File: src/rtl/ex3_pkg.sv
// Shared constants and state encoding for the excess-3 receive datapath.
package ex3_pkg;

  localparam logic [3:0] EX3_OFFSET = 4'd3;
  localparam logic [3:0] EX3_MIN    = 4'd3;
  localparam logic [3:0] EX3_MAX    = 4'd12;

  typedef enum logic {
    ACC,
    OUT
  } state_t;

endpackage

File: src/rtl/ex3_digit_dec.sv
// Combinational excess-3 digit decoder; invalid codes map to digit 0 with valid low.
module ex3_digit_dec
  import ex3_pkg::*;
(
  input  logic [3:0] ex3,
  output logic [3:0] bcd,
  output logic       valid
);

  always_comb begin
    valid = (ex3 >= EX3_MIN) && (ex3 <= EX3_MAX);
    bcd   = valid ? (ex3 - EX3_OFFSET) : 4'h0;
  end

endmodule

File: src/rtl/ex3_to_bcd_packer.sv
// Serial excess-3 to packed-BCD word packer with valid/ready on both sides.
module ex3_to_bcd_packer
  import ex3_pkg::*;
#(
  parameter  int NDIG = 4,
  localparam int CW   = $clog2(NDIG + 1)
) (
  input  logic              clk,
  input  logic              rst,
  input  logic              in_valid,
  output logic              in_ready,
  input  logic [3:0]        in_digit,
  input  logic              in_last,
  output logic              out_valid,
  input  logic              out_ready,
  output logic [4*NDIG-1:0] out_bcd,
  output logic [CW-1:0]     out_count,
  output logic              out_err
);

  state_t            state, state_next;
  logic [4*NDIG-1:0] word, word_next;
  logic [CW-1:0]     count, count_inc;
  logic              err;
  logic [3:0]        dig_bcd;
  logic              dig_ok;
  logic              accept, complete, release_word;

  ex3_digit_dec u_dec (
    .ex3   (in_digit),
    .bcd   (dig_bcd),
    .valid (dig_ok)
  );

  assign in_ready     = (state == ACC);
  assign out_valid    = (state == OUT);
  assign accept       = in_valid && in_ready;
  assign count_inc    = count + CW'(1);
  assign complete     = accept && (in_last || (count_inc == CW'(NDIG)));
  assign release_word = out_valid && out_ready;

  // A one-digit word has nothing to shift up, so it needs its own slice-free path.
  generate
    if (NDIG == 1) begin : g_single
      assign word_next = dig_bcd;
    end else begin : g_multi
      assign word_next = {word[4*NDIG-5:0], dig_bcd};
    end
  endgenerate

  always_ff @(posedge clk or posedge rst) begin
    if (rst) begin
      state <= ACC;
    end else begin
      state <= state_next;
    end
  end

  always_comb begin
    state_next = state;
    case (state)
      ACC:     if (complete)  state_next = OUT;
      OUT:     if (out_ready) state_next = ACC;
      default: state_next = ACC;
    endcase
  end

  // The accumulated word doubles as the held output; it is only cleared by the handshake.
  always_ff @(posedge clk or posedge rst) begin
    if (rst) begin
      word  <= '0;
      count <= '0;
      err   <= 1'b0;
    end else if (release_word) begin
      word  <= '0;
      count <= '0;
      err   <= 1'b0;
    end else if (accept) begin
      word  <= word_next;
      count <= count_inc;
      err   <= err | ~dig_ok;
    end
  end

  assign out_bcd   = word;
  assign out_count = count;
  assign out_err   = err;

endmodule
File: config.mk
export PLATFORM = sky130hd
export DESIGN_NAME = ex3_to_bcd_packer
export DESIGN_NICKNAME = d
export VERILOG_FILES = /design/src/rtl/ex3_pkg.sv /design/src/rtl/ex3_digit_dec.sv /design/src/rtl/ex3_to_bcd_packer.sv
export SDC_FILE = /design/constraint.sdc
export NUM_CORES = 1
export LEC_CHECK = 0
export BUFFER_PORTS_ARGS = -buffer_cell sky130_fd_sc_hd__buf_2
export CAP_MARGIN = 20
export CORE_MARGIN = 2
export CORE_UTILIZATION = 43
export CTS_CLUSTER_SIZE = 40
export DETAILED_ROUTE_END_ITERATION = 6
export GPL_TIMING_DRIVEN = 0
export PLACE_DENSITY = 0.79
export SLEW_MARGIN = 25
export SYNTH_ARGS = -nofsm -noshare
export SYNTH_HDL_FRONTEND = slang
export SYNTH_HIERARCHICAL = 1
export SYNTH_SLANG_ARGS = --single-unit
File: constraint.sdc
create_clock -name clk -period 1.26 [get_ports clk]
set_input_delay 0.315 -clock clk [delete_from_list [all_inputs] [get_ports clk]]
set_output_delay 0.315 -clock clk [all_outputs]
set_load 0.005 [all_outputs]
==> metrics.txt, run 1 <==
status complete, no violations; row count 16; CTS Root Cell clkbuf_4; leakage power 0.673 nW; async set-reset flop share out of synthesis 1.00; GRT Overall Usage 0.178; post-synth cell types 23; Worst Skew 5.97 ps; Cell Int Power 1.27 mW; total wire length 2.06 mm; average routed wire per standard cell 14.4 µm; Fmax achieved 807 MHz; Synth warnings 6; pwr dens 1490 mW/mm²; Mean Syn Cell Area 12.5 µm²; CP max stage cell dfrtp_2; clock power share 0.168; top post-synthesis cells by area dfrtp_1 (56%), a22o_1 (17%), ha_1 (5.3%), a221o_1 (2.1%), inv_1 (2.0%); Worst Tran Pin Value 750 ps; H-tree levels 1; crit path DAT 1430 ps; CTS buffer count 3; via count 763; register bit total from synthesis 21; maximum clock path buffer count 2; top_reg_cell synth dfrtp_1; # setup viols final 0; register share of total power 0.511; largest net degree at the start of global routing 22; post-detailed-placement half-perimeter wirelength 1.45 mm; Mapped Nets 88; CTS Hold Bufs 0; Period minus WS final 1240 ps; CP startpoint kind flop; Hold WC Path Type in -> async; initial antenna violation count 0; die extent in y 50.8 µm; Final Hold Viols 0; Area Growth Syn to Fin 31.1%; Post-synth top cells dfrtp_1 (21), a22o_1 (18), inv_1 (5); Yosys top cell area share 0.559; Syn Std Cell Area 941 µm²; Core Area 0.00202 mm²; CP max stage delay 480 ps; Fin Hold WS 128 ps; CP Max Fanout 6; Post-synth EDFFs 0; DRC viols 0; first-pass GRT wire length 3.36 mm; Ports 31; kind of critical path reg -> reg; post-synth top area cell dfrtp_1; Critical Path RT 1450 ps; Ant. Diodes 0; IO buf count 30; initial DRC count 10; share of cells above drive strength 1 0.440; CTS tree built; Overflow after GRT 0; relative slew slack 0.500; Comb pwr share 0.321; Initial DRT Pass Iterations 4; die area 0.00258 mm²; peak supply drop 0.653 mV; Clock Latency Late Sink 300 ps; Pins Over Slew Limit 0; Finished Layout Cells 143; Worst-path clk slew 110 ps; Design Power 1.84 mW; CP cell instances mux2i_4, buf_6, a221o_1; Switch Pwr 566 µW; antenna viol nets, final 0; Switching Fraction 0.308; RSZ-0062 raised after global routing yes; vias per cell 5.34; post-placement cell count 132; layout net count 130; cell count after synthesis 75; max capacitance violation total 0; Placer Congestion 0.804; most frequent cell after synthesis dfrtp_1; CTS sink count 21; Die Wd 50.8 µm; nature of the critical path endpoint flop; effective utilization at floorplan 0.465; post-synthesis sequential area ratio 0.559; period utilization 0.984; vias in the first global route 715
[cell families after synthesis]
family,Yosys count,synth area share
XOR/XNOR,1,0.00931
buffers and inverters,8,0.0332
multiplexers,2,0.0266
AO/OA/AOI/OAI,23,0.213
adder cells (fa/ha/maj),4,0.0532
flip-flops,21,0.559
AND/OR/NAND/NOR,16,0.106
[worst max-delay path, delay by kind of cell, from the launching register on]
kind	cells	cell delay, ps
flip-flops	1	480
AO/OA/AOI/OAI	1	300
buffers and inverters	1	140
multiplexers	1	210
[per-layer routing]
metal,GRT usage,routed length (µm),vias to the layer above
li1,-,-,359
met1,0.230,857,374
met2,0.298,1060,25
met3,0.0119,94,5
met4,0.0946,45,0
met5,0,0,-
[cell usage in the layout (no fill, tap or decap)]
master	netlist	layout
buf_6	0	2
mux2i_4	0	1
clkbuf_4	0	5
and2_1	2	2
nor3_1	1	1
nor2b_4	1	1
inv_1	5	4
nor4bb_1	1	1
nor2_1	1	1
buf_2	1	31
inv_2	0	1
dfrtp_2	0	1
o211ai_1	1	1
a22o_1	18	18
o22ai_1	1	1
and3b_1	1	1
ha_1	4	2
nand2b_1	1	1
a21oi_2	1	1
xor2_1	1	1
nand3_1	2	2
dfrtp_1	21	20
clkbuf_1	2	1
buf_4	0	5
ha_2	0	2
nand2_1	3	3
a221o_1	2	2
nor2b_1	3	3
mux2_2	1	1
[power groups by stage]
stage | clock network [mW] | logic [mW] | registers [mW]
global placement | 0 | 0.478 | 0.931
finish | 0.309 | 0.588 | 0.938
detailed placement | 0 | 0.497 | 0.943
CTS | 0.319 | 0.566 | 0.937
global route | 0.343 | 0.645 | 0.957
floorplan | 0 | 0.272 | 0.935
[final timing paths]
path                                          from                        to  slack, ps  depth (start not counted)
setup / recovery               out_valid$_DFF_PP0_  out_count[2]$_DFFE_PP0P_         20                          3
setup reg to reg               out_valid$_DFF_PP0_  out_count[2]$_DFFE_PP0P_         20                          3
hold / removal                                 rst    out_bcd[9]$_DFFE_PP0P_        130                          2
hold reg to reg            out_bcd[14]$_DFFE_PP0P_   out_bcd[14]$_DFFE_PP0P_        520                          1
min in group clk                           in_last       out_valid$_DFF_PP0_        240                          2
max in group asynchronous                      rst       out_valid$_DFF_PP0_        620                          2
[per-stage QoR]
stage	area (µm²)	TNS, ps	utilization	worst slack (ps)
after floorplan	950	0	-	2.50
after global placement	1130	-2370	0.561	-159
after detailed placement	1130	-3390	0.561	-218
after CTS	1210	0	0.600	9.62
after global routing	1230	-12.5	0.610	-10.9
final	1230	0	0.610	20.7
[state kept, by name, indices dropped and copies added (netlist names)]
signal and flops:
out_count 3, out_bcd 16, out_valid 1, out_err 1
[timing repair]
action,CTS,global route
endpoints found under the setup margin,22,22
pin swaps,0,1
setup buffers,6,1
resized for setup,4,8
[layout make-up]
type                            instances  area [µm²]
Buffer                                  3        20.0
Clock buffer                            4        26.3
Fill cell                             166         788
Inverter                                5        18.8
Multi-Input combinational cell         46         398
Sequential cell                        21         527
Tap cell                               27        33.8
Timing Repair Buffer                   37         210
Note: power is estimated with default switching activity, not from simulation.
==> inputs of run 2 (changes only) <==
ABC_AREA = 1   (was default)
CTS_BUF_LIST = sky130_fd_sc_hd__clkbuf_4   (was default)
PLACE_DENSITY = 0.78   (was 0.79)
clock period = 1.1 ns   (was 1.26 ns; I/O delays follow)
==> run 2 against run 1 <==
  * The flow now finishes with violations (negative setup slack)
  * Sequential power grew 23%
  * Die area grew 7.3%
  * Worst setup slack lost 130 ps
  * First-iteration DRC count grew 30%
  * Global-route usage grew 0.056 points
  * Combinational power grew to 2.8 times the previous value
  * Critical path depth shrank 1
  * Design area grew 24%
  * Register-to-register slack lost 120 ps
==> metrics.txt, run 2 <==
Syn Std Cell Area 0.00102 mm² (+8.0%); pwr dens 2100 mW/mm² (+41%); H-tree levels 1 (unchanged); Yosys top cell area share 0.517 (-0.0413); largest net degree at the start of global routing 22 (unchanged); Mean Syn Cell Area 9.24 µm² (-26%); nature of the critical path endpoint primary output; setup slack at placement -243 ps (-24.4 ps); relative slew slack 0.465 (-0.0347); CP cell instances inv_2, buf_6; IO buf count 30 (unchanged); top post-synthesis cells by area dfrtp_1 (52%), inv_1 (9.2%), nand2_1 (6.3%), ha_1 (4.9%), o22ai_1 (4.9%); Fmax achieved 829 MHz; Ant. Diodes 0 (unchanged); CTS Hold Bufs 0 (unchanged); share of cells above drive strength 1 0.500 (+0.0603); die extent in y 52.6 µm (+3.6%); # setup viols final 33 (+33); Placer Congestion 0.714 (-11%); post-synth cell types 22 (-4.3%); commonest non-fill, non-tap cell in the layout buf_2; Area Growth Syn to Fin 50.0%; async set-reset flop share out of synthesis 1.00 (unchanged); cell count after synthesis 110 (+47%); maximum clock path buffer count 2 (unchanged); initial DRC count 13 (+3); Critical Path Source out_valid$_DFF_PP0_; Overflow after GRT 0 (unchanged); peak supply drop 1.12 mV (+72%); RSZ-0062 raised after global routing yes; CP max stage delay 450 ps (-30 ps); CTS sink count 21 (unchanged); period utilization 1.10; top_reg_cell synth dfrtp_1; CTS Root Cell clkbuf_4; Critical Path RT 820 ps (-630 ps); Largest delay share family, worst path flip-flops; Die Wd 52.6 µm (+3.6%); CTS tree built; initial antenna violation count 0 (unchanged); CP startpoint kind flop; DRC viols 0 (unchanged); max capacitance violation total 0 (unchanged); Stages on worst setup path 2 (-1); effective utilization at floorplan 0.455 (-0.0104); vias in the first global route 840 (+17%); Worst Skew 3.53 ps (-2.44 ps); crit path DAT 930 ps (-500 ps); Core Area 0.00223 mm² (+10%); kind of critical path reg -> out; R2R Setup Slk -100 ps (-120 ps); Period minus WS final 1210 ps; CP Max Fanout 4 (-2); most frequent cell after synthesis inv_1; Worst Tran Pin Value 802 ps (+52.0 ps); failing checks negative setup slack; post-synthesis sequential area ratio 0.517 (-0.0413); CP endpoint in_ready; layout net count 178 (+37%); Final Hold Viols 0 (unchanged); via count 937 (+23%); antenna viol nets, final 0 (unchanged); commonest cells after routing, fill and taps aside buf_2 (29), inv_1 (23), dfrtp_1 (21); number of buffers and inverters on the critical path 2 (+1); average routed wire per standard cell 14.4 µm (-0.21%); Hold WC Path Type in -> async; Largest register FFs 16 (unchanged); Ports 31 (unchanged); leakage power 0.825 nW (+22%); first-pass GRT wire length 3.61 mm (+7.4%); register bit total from synthesis 21 (unchanged); setup TNS -1040 ps (-1040 ps); CTS buffer count 3 (unchanged); vias per cell 4.88 (-8.5%); GRT Overall Usage 0.179 (+0.000558); Critical R2R Launch out_valid$_DFF_PP0_; row count 17 (+1); total wire length 2.76 mm (+34%); Post-synth top cells inv_1 (25), dfrtp_1 (21), nand2_1 (17); Clock Latency Late Sink 310 ps (about the same); Worst-path clk slew 130 ps (+20 ps); post-detailed-placement half-perimeter wirelength 1.53 mm (+5.7%); status finished, violations left; r2r endpoint out_count[2]$_DFFE_PP0P_; die area 0.00277 mm² (+7.3%); final setup margin -106 ps (-127 ps); R2R depth 6 (+3); Pins Over Slew Limit 0 (unchanged); Post-synth EDFFs 0 (unchanged); Initial DRT Pass Iterations 4 (unchanged); CP max stage cell dfrtp_1; post-synth top area cell dfrtp_1; Synth warnings 6 (unchanged); Mapped Nets 123 (+40%)
## run 2: cell families after synthesis
kind of cell | Yosys count | synth area share
and+or+nand+nor | 37 | 0.197
buffers and inverters | 28 | 0.115
DFF | 21 | 0.517
AOI/OAI and AO/OA | 19 | 0.113
adders and majority gates | 4 | 0.0493
xor gates and xnor gates | 1 | 0.00862
## run 2: cell type report
cell class	instances	area (µm²)
clock buffers	3	22.5
repair buffers	49	334
multi-input cells	62	472
clock inverters	1	7.51
plain buffers	2	30.0
flip-flops and latches	21	526
well taps	28	35.0
inverters	26	97.6
fillers	167	709
## run 2: how the worst min path moves through the flow
stage                               to  cells past startpoint  slack (ps)
2_1_floorplan   out_bcd[0]$_DFFE_PP0P_                      1         250
3_5_place_dp   out_bcd[15]$_DFFE_PP0P_                      2         460
3_3_place_gp       out_valid$_DFF_PP0_                      2         440
6_report       out_bcd[15]$_DFFE_PP0P_                      2          90
5_1_grt        out_bcd[13]$_DFFE_PP0P_                      2         160
4_1_cts        out_bcd[12]$_DFFE_PP0P_                      2         120
## run 2: where the power goes
part	internal [mW]	switching [mW]	total, mW	leakage (nW)
sequential	1.02	0.139	1.15	0.275
clock	0.139	0.258	0.396	0.0139
combinational	0.841	0.806	1.65	0.536
## run 2: per-stage QoR
stage / std cells / utilization / power [mW] / instance area, µm² / hold slack (ps)
floorplan: 110 / - / 1.72 / 1020 / 252
global placement: 168 / 0.538 / 2.07 / 1200 / 444
detailed placement: 168 / 0.538 / 2.11 / 1200 / 463
CTS: 182 / 0.587 / 2.70 / 1310 / 123
global route: 192 / 0.682 / 3.40 / 1520 / 159
finish: 192 / 0.682 / 3.20 / 1520 / 92.3
## run 2: metal layers
metal	routed length (µm)	vias up	global-route usage
met5	0	-	0
met3	87	5	0.0343
li1	-	458	-
met2	1530	26	0.327
met4	29	0	0.0513
met1	1120	448	0.209
## run 2: timing repair
| item | CTS | global route |
|---|---|---|
| buffers inserted | 10 | 7 |
| pin swaps | 0 | 1 |
| setup endpoints to repair | 33 | 38 |
| gates resized for setup | 2 | 25 |
| gates cloned | 0 | 3 |
